<file path="config.mk">
export PLATFORM = sky130hd
export DESIGN_NAME = prog_freq_divider_flat
export DESIGN_NICKNAME = d
export VERILOG_FILES = /design/src/rtl/div_pkg.sv /design/src/rtl/prog_freq_divider_if.sv /design/src/rtl/div_shadow_reg.sv /design/src/rtl/prog_freq_divider.sv /design/src/flat_wrapper.sv
export SDC_FILE = /design/constraint.sdc
export NUM_CORES = 1
export LEC_CHECK = 0
export CAP_MARGIN = 5
export CORE_ASPECT_RATIO = 1.1
export CORE_MARGIN = 3
export CORE_UTILIZATION = 55
export CTS_BUF_LIST = sky130_fd_sc_hd__clkbuf_2
export DETAILED_ROUTE_END_ITERATION = 16
export PLACE_DENSITY = 0.89
export SLEW_MARGIN = 15
export SYNTH_ARGS = -nofsm -noshare
export SYNTH_HDL_FRONTEND = slang
export SYNTH_SLANG_ARGS = --single-unit
</file>
<file path="constraint.sdc">
create_clock -name clk -period 3.1 [get_ports clk]
set_input_delay 0.62 -clock clk [delete_from_list [all_inputs] [get_ports clk]]
set_output_delay 0.62 -clock clk [all_outputs]
set_load 0.01 [all_outputs]
</file>
<file path="src/rtl/div_pkg.sv">
// ============================================================================
// Module : div_pkg
// Brief  : Shared constants and terminal-value helper for the frequency divider
// Rev    : 1.0  initial release
// ============================================================================
`default_nettype none

package div_pkg;

    localparam logic MODE_UP = 1'b1;
    localparam logic MODE_DN = 1'b0;

    // Returned at the widest supported counter width; callers zero-extend.
    function automatic logic [63:0] term_val(input logic mode, input int width);
        if (mode == MODE_UP) begin
            term_val = ~(~64'd0 << width);
        end else begin
            term_val = 64'd0;
        end
    endfunction

endpackage

`default_nettype wire

</file>
<file path="src/rtl/prog_freq_divider_if.sv">
// ============================================================================
// Module : prog_freq_divider_if
// Brief  : Control/status bundle of the programmable frequency divider
// Rev    : 1.0  initial release
// ============================================================================
`default_nettype none

interface prog_freq_divider_if #(
    parameter int WIDTH = 8
);
    logic             en;
    logic             mode;
    logic [WIDTH-1:0] load_val;
    logic             load_stb;
    logic             force_load;
    logic [WIDTH-1:0] cnt_out;
    logic             tc;
    logic             sq_out;

    modport master (
        output en, mode, load_val, load_stb, force_load,
        input  cnt_out, tc, sq_out
    );

    modport slave (
        input  en, mode, load_val, load_stb, force_load,
        output cnt_out, tc, sq_out
    );
endinterface

`default_nettype wire

</file>
<file path="src/rtl/div_shadow_reg.sv">
// ============================================================================
// Module : div_shadow_reg
// Brief  : Shadow reload value/mode; force_load overrides a concurrent strobe
// Rev    : 1.0  initial release
// ============================================================================
`default_nettype none

module div_shadow_reg #(
    parameter int               WIDTH      = 8,
    parameter logic [WIDTH-1:0] RESET_LOAD = '0,
    parameter logic             RESET_MODE = 1'b1
) (
    input  wire logic             clk,
    input  wire logic             rst,
    input  wire logic             load_stb_i,
    input  wire logic             force_load_i,
    input  wire logic [WIDTH-1:0] load_val_i,
    input  wire logic             mode_i,
    output logic      [WIDTH-1:0] sh_load_o,
    output logic                  sh_mode_o
);

    logic [WIDTH-1:0] sh_load_q, sh_load_d;
    logic             sh_mode_q, sh_mode_d;

    always_comb begin
        sh_load_d = sh_load_q;
        sh_mode_d = sh_mode_q;
        if (force_load_i || load_stb_i) begin
            sh_load_d = load_val_i;
            sh_mode_d = mode_i;
        end
    end

    always_ff @(posedge clk) begin
        if (!rst) begin
            sh_load_q <= RESET_LOAD;
            sh_mode_q <= RESET_MODE;
        end else begin
            sh_load_q <= sh_load_d;
            sh_mode_q <= sh_mode_d;
        end
    end

    assign sh_load_o = sh_load_q;
    assign sh_mode_o = sh_mode_q;

endmodule

`default_nettype wire

</file>
<file path="src/rtl/prog_freq_divider.sv">
// ============================================================================
// Module : prog_freq_divider
// Brief  : Programmable up/down divider with tc pulse and 50% square wave
// Rev    : 1.0  initial release
// ============================================================================
`default_nettype none

module prog_freq_divider
    import div_pkg::*;
#(
    parameter int               WIDTH      = 8,
    parameter logic [WIDTH-1:0] RESET_LOAD = '0,
    parameter logic             RESET_MODE = 1'b1
) (
    input  wire logic         clk,
    input  wire logic         rst,
    prog_freq_divider_if.slave bus
);

    logic [WIDTH-1:0] cnt_q, cnt_d;
    logic             act_mode_q, act_mode_d;
    logic             sq_q, sq_d;
    logic [WIDTH-1:0] sh_load;
    logic             sh_mode;
    logic             at_term;

    div_shadow_reg #(
        .WIDTH      (WIDTH),
        .RESET_LOAD (RESET_LOAD),
        .RESET_MODE (RESET_MODE)
    ) u_shadow (
        .clk          (clk),
        .rst          (rst),
        .load_stb_i   (bus.load_stb),
        .force_load_i (bus.force_load),
        .load_val_i   (bus.load_val),
        .mode_i       (bus.mode),
        .sh_load_o    (sh_load),
        .sh_mode_o    (sh_mode)
    );

    assign at_term = (64'(cnt_q) == term_val(act_mode_q, WIDTH));

    // Reloading at the terminal value pre-empts the wrap, so the count never rolls over.
    always_comb begin
        cnt_d      = cnt_q;
        act_mode_d = act_mode_q;
        sq_d       = sq_q;
        if (bus.force_load) begin
            cnt_d      = bus.load_val;
            act_mode_d = bus.mode;
        end else if (bus.en) begin
            if (at_term) begin
                cnt_d      = sh_load;
                act_mode_d = sh_mode;
                sq_d       = ~sq_q;
            end else if (act_mode_q == MODE_UP) begin
                cnt_d = cnt_q + 1'b1;
            end else begin
                cnt_d = cnt_q - 1'b1;
            end
        end
    end

    always_ff @(posedge clk) begin
        if (!rst) begin
            cnt_q      <= RESET_LOAD;
            act_mode_q <= RESET_MODE;
            sq_q       <= 1'b0;
        end else begin
            cnt_q      <= cnt_d;
            act_mode_q <= act_mode_d;
            sq_q       <= sq_d;
        end
    end

    assign bus.cnt_out = cnt_q;
    assign bus.tc      = bus.en & at_term;
    assign bus.sq_out  = sq_q;

endmodule

`default_nettype wire
</file>
<file path="src/flat_wrapper.sv">
// flat-port wrapper written by rule: the top's interface ports become plain ports
module prog_freq_divider_flat import div_pkg::*;
#(
    parameter int               WIDTH      = 8,
    parameter logic [WIDTH-1:0] RESET_LOAD = '0,
    parameter logic             RESET_MODE = 1'b1
)
  (clk, rst, bus_en, bus_mode, bus_load_val, bus_load_stb, bus_force_load, bus_cnt_out, bus_tc, bus_sq_out);
  prog_freq_divider_if #(.WIDTH(WIDTH)) bus_i ();
  input  wire logic clk;
  input  wire logic rst;
  input wire logic [$bits(bus_i.en)-1:0] bus_en;
  input wire logic [$bits(bus_i.mode)-1:0] bus_mode;
  input wire logic [$bits(bus_i.load_val)-1:0] bus_load_val;
  input wire logic [$bits(bus_i.load_stb)-1:0] bus_load_stb;
  input wire logic [$bits(bus_i.force_load)-1:0] bus_force_load;
  output wire logic [$bits(bus_i.cnt_out)-1:0] bus_cnt_out;
  output wire logic [$bits(bus_i.tc)-1:0] bus_tc;
  output wire logic [$bits(bus_i.sq_out)-1:0] bus_sq_out;
  assign bus_i.en = bus_en;
  assign bus_i.mode = bus_mode;
  assign bus_i.load_val = bus_load_val;
  assign bus_i.load_stb = bus_load_stb;
  assign bus_i.force_load = bus_force_load;
  assign bus_cnt_out = bus_i.cnt_out;
  assign bus_tc = bus_i.tc;
  assign bus_sq_out = bus_i.sq_out;
  prog_freq_divider #(.WIDTH(WIDTH), .RESET_LOAD(RESET_LOAD), .RESET_MODE(RESET_MODE)) u_core (.clk(clk), .rst(rst), .bus(bus_i));
endmodule
</file>
==> metrics <==
CP max stage delay between 0.5 and 0.6 ns; crit path DAT between 2 and 2.5 ns; GPL Wtd Cong between 0.9 and 1; Tightest Pin Transition around 0.66 ns; hold path startpoint u_core.u_shadow.sh_load_o[0]; worst rel slew slack 0.559; port buffer count 23; # IOs 24; critical path, cell by cell inv_2 -> ha_2 -> nand4_1 -> a211oi_4 -> nand2_1 -> inv_1 -> clkdlybuf4s50_1; Synth top area share 0.334; TNS Setup 0 ns; cell area after synthesis roughly 1100 µm²; Final period util 0.944; Cell variety after synth 38; DP Area 1390 µm²; Critical Path RT 2.48 ns; CTS Buffer Depth 2; worst r2r src u_core.act_mode_q; vias in the first global route 1079; CTS Sinks 19; final hold vios 0; worst vdd ir 0.350 mV; share of cells above drive strength 1 0.0958; Static Leak 0.602 nW; reg2reg setup slack between 0.9 and 1 ns; wire length per cell 14.6 µm; chip width 49.4 µm; total grt overflow 0; P_sw 170 µW; Root Buffer clkbuf_2; r2r worst-path depth 8; Syn Nets 165; placed cells 190; Place WS 0.422 ns; # diodes 0; initial antenna violation count 0; TritonCTS buffer count 3; max-capacitance violation count 0; CP Class reg2out; die area 2650 µm²; Area contributors post-synth dfxtp_1, nand2_1, a21oi_1, ha_1, nand3_1; post-synth top area cell dfxtp_1; Final Setup Violations 0; vias per std cell 5.86; post-CTS setup buffers 0; worst skew pair latency 0.31 ns; Yosys warnings 0; CORE AREA ~1900 µm²; post-cts hold buffer count 0; Max Fanout on Critical Path 8; DRC errors left 0; clk slew on worst S/H paths between 0.15 and 0.2 ns; nets@finish 189; Crit Reg-Reg Endpoint u_core.bus.cnt_out[5]; Initial DRC Count 46; sw frac 0.317; Worst Skew 0.00261 ns; DRT Pass-1 Iters 4; worst setup margin 0.172 ns; vias 1136; fmax ~340 MHz; Final ANT Viol Nets 0; clock share of power 0.207; Internal 367 µW; CTS HTree Levels 1; Mapped Avg Cell Area 7.90 µm²; CP endpoint kind primary output; pwr dens 376 nW/µm²; synth-to-layout area growth 25.4%; cell family with most CP delay buffers and inverters; cells after synthesis 144; Die Ht between 50 and 60 µm; worst min path class reg2reg; status finished, final reports clean; Hold EP u_core.u_shadow.sh_load_o[0]; Final min period 2.93 ns; hpwl dp between 2 and 2.5 mm; hold slack final 0.472 ns; first-pass GRT wire length 4.84 mm; row count 16; Starting Density 0.611; largest net degree at the start of global routing 17; GRT Total Usage 0.237; Crit path buffers/inverters 3; final instance area 1430 µm²; sequential area share after synthesis 0.334; Slew Limit Fails 0; Startpoint Class register; RSZ-0062 raised after global routing no; final WL 2.84 mm; combinational power share 0.276; Seq pwr share 0.517; hold path depth 2; fin cells between 150 and 200; CTS tree done; Yosys reg bits 19; Worst path slowest cell clkdlybuf4s50_1
layout by cell type (no fill, tap or decap), types with 2 or more instances in the layout:
master and count:
nand2_1 27, clkdlybuf4s50_1 23, a21oi_1 19, dfxtp_1 18
nand3_1 7, inv_1 7, o21ai_0 7, a31oi_1 5
nor2_1 5, xor2_1 4, ha_1 4, a21o_1 3
clkbuf_2 3, nor3_1 2, mux2_2 2, o31a_1 2
buf_4 2
cell usage after synthesis (all sizes together):
master / count
nand2b: 1
o31ai: 1
nor2b: 1
o211ai: 1
fa: 1
and4b: 1
a311oi: 1
o31a: 2
or2: 1
o21ai: 7
a21o: 3
ha: 6
a211o: 1
nand4: 1
mux2: 2
clkbuf: 5
nand2: 27
or3: 2
a2bb2oi: 1
nand3: 7
a31oi: 5
buf: 1
dfxtp: 19
a22o: 1
o21a: 1
a21oi: 19
inv: 8
a31o: 1
xnor2: 1
nor3: 2
mux2i: 1
a211oi: 2
o211a: 1
nor2: 5
and3: 1
xor2: 4
cell families (layout without fill, tap and decap cells):
logic type | after synthesis | in the layout | share of synthesized area
buffers and inverters | 14 | 37 | 0.0495
adder cells (fa/ha/maj) | 7 | 7 | 0.0836
XOR/XNOR | 5 | 5 | 0.0385
AO/OA/AOI/OAI | 47 | 47 | 0.268
flip-flops | 19 | 19 | 0.334
multiplexers | 3 | 3 | 0.0286
AND/OR/NAND/NOR | 49 | 49 | 0.197
tightest hold or removal path, cell delays in order, from the launching register on:
cell and delay (ns):
dfxtp_1 0.36, nand2_1 0.05, a21oi_1 0.05
metal layers:
metal | wire [µm] | track usage
met5 | 0 | 0
met4 | 36 | 0.0758
met3 | 226 | 0.0443
met2 | 1400 | 0.422
met1 | 1180 | 0.293
worst max path at each step:
stage	from	cells past startpoint	end	slack [ns]
5_1_grt	u_core.act_mode_q	7	bus_tc	0.03
3_5_place_dp	u_core.act_mode_q	7	bus_tc	0.42
2_1_floorplan	u_core.act_mode_q	6	bus_tc	0.96
3_3_place_gp	u_core.act_mode_q	7	bus_tc	0.53
4_1_cts	u_core.act_mode_q	7	bus_tc	0.04
6_report	u_core.act_mode_q	7	bus_tc	0.17
power groups by stage:
stage | logic [mW] | registers, mW | clock network, mW
after floorplan | 0.0854 | 0.282 | 0
after global placement | 0.138 | 0.281 | 0
after detailed placement | 0.143 | 0.282 | 0
after CTS | 0.145 | 0.276 | 0.110
after global routing | 0.163 | 0.280 | 0.123
final | 0.148 | 0.277 | 0.111
area by class of cell:
class                           instances  area, µm²
Clock buffer                            3       15.0
Clock inverter                          1       5.00
Fill cell                             149        435
Inverter                                8       30.0
Multi-Input combinational cell        111        716
Sequential cell                        19        382
Tap cell                               27       33.8
Timing Repair Buffer                   25        245
state kept, by name, indices dropped and copies added, names as in the netlist:
name	flops
u_core.bus.cnt_out	8
u_core.bus.sq_out	1
u_core.u_shadow.sh_load_o	8
u_core.u_shadow.sh_mode_o	1
u_core.act_mode_q	1
stage by stage:
step / power [mW] / util
after floorplan: 0.367 / -
after global placement: 0.419 / 0.747
after detailed placement: 0.425 / 0.747
after CTS: 0.531 / 0.757
after global routing: 0.566 / 0.766
final: 0.537 / 0.766
repair_timing:
action | 4_1_cts | 5_1_grt
resized for setup | 0 | 4
endpoints found under the hold margin | 0 | 0
setup endpoints to repair | 0 | 1
No activity file was read; power rests on OpenSTA's default activity.
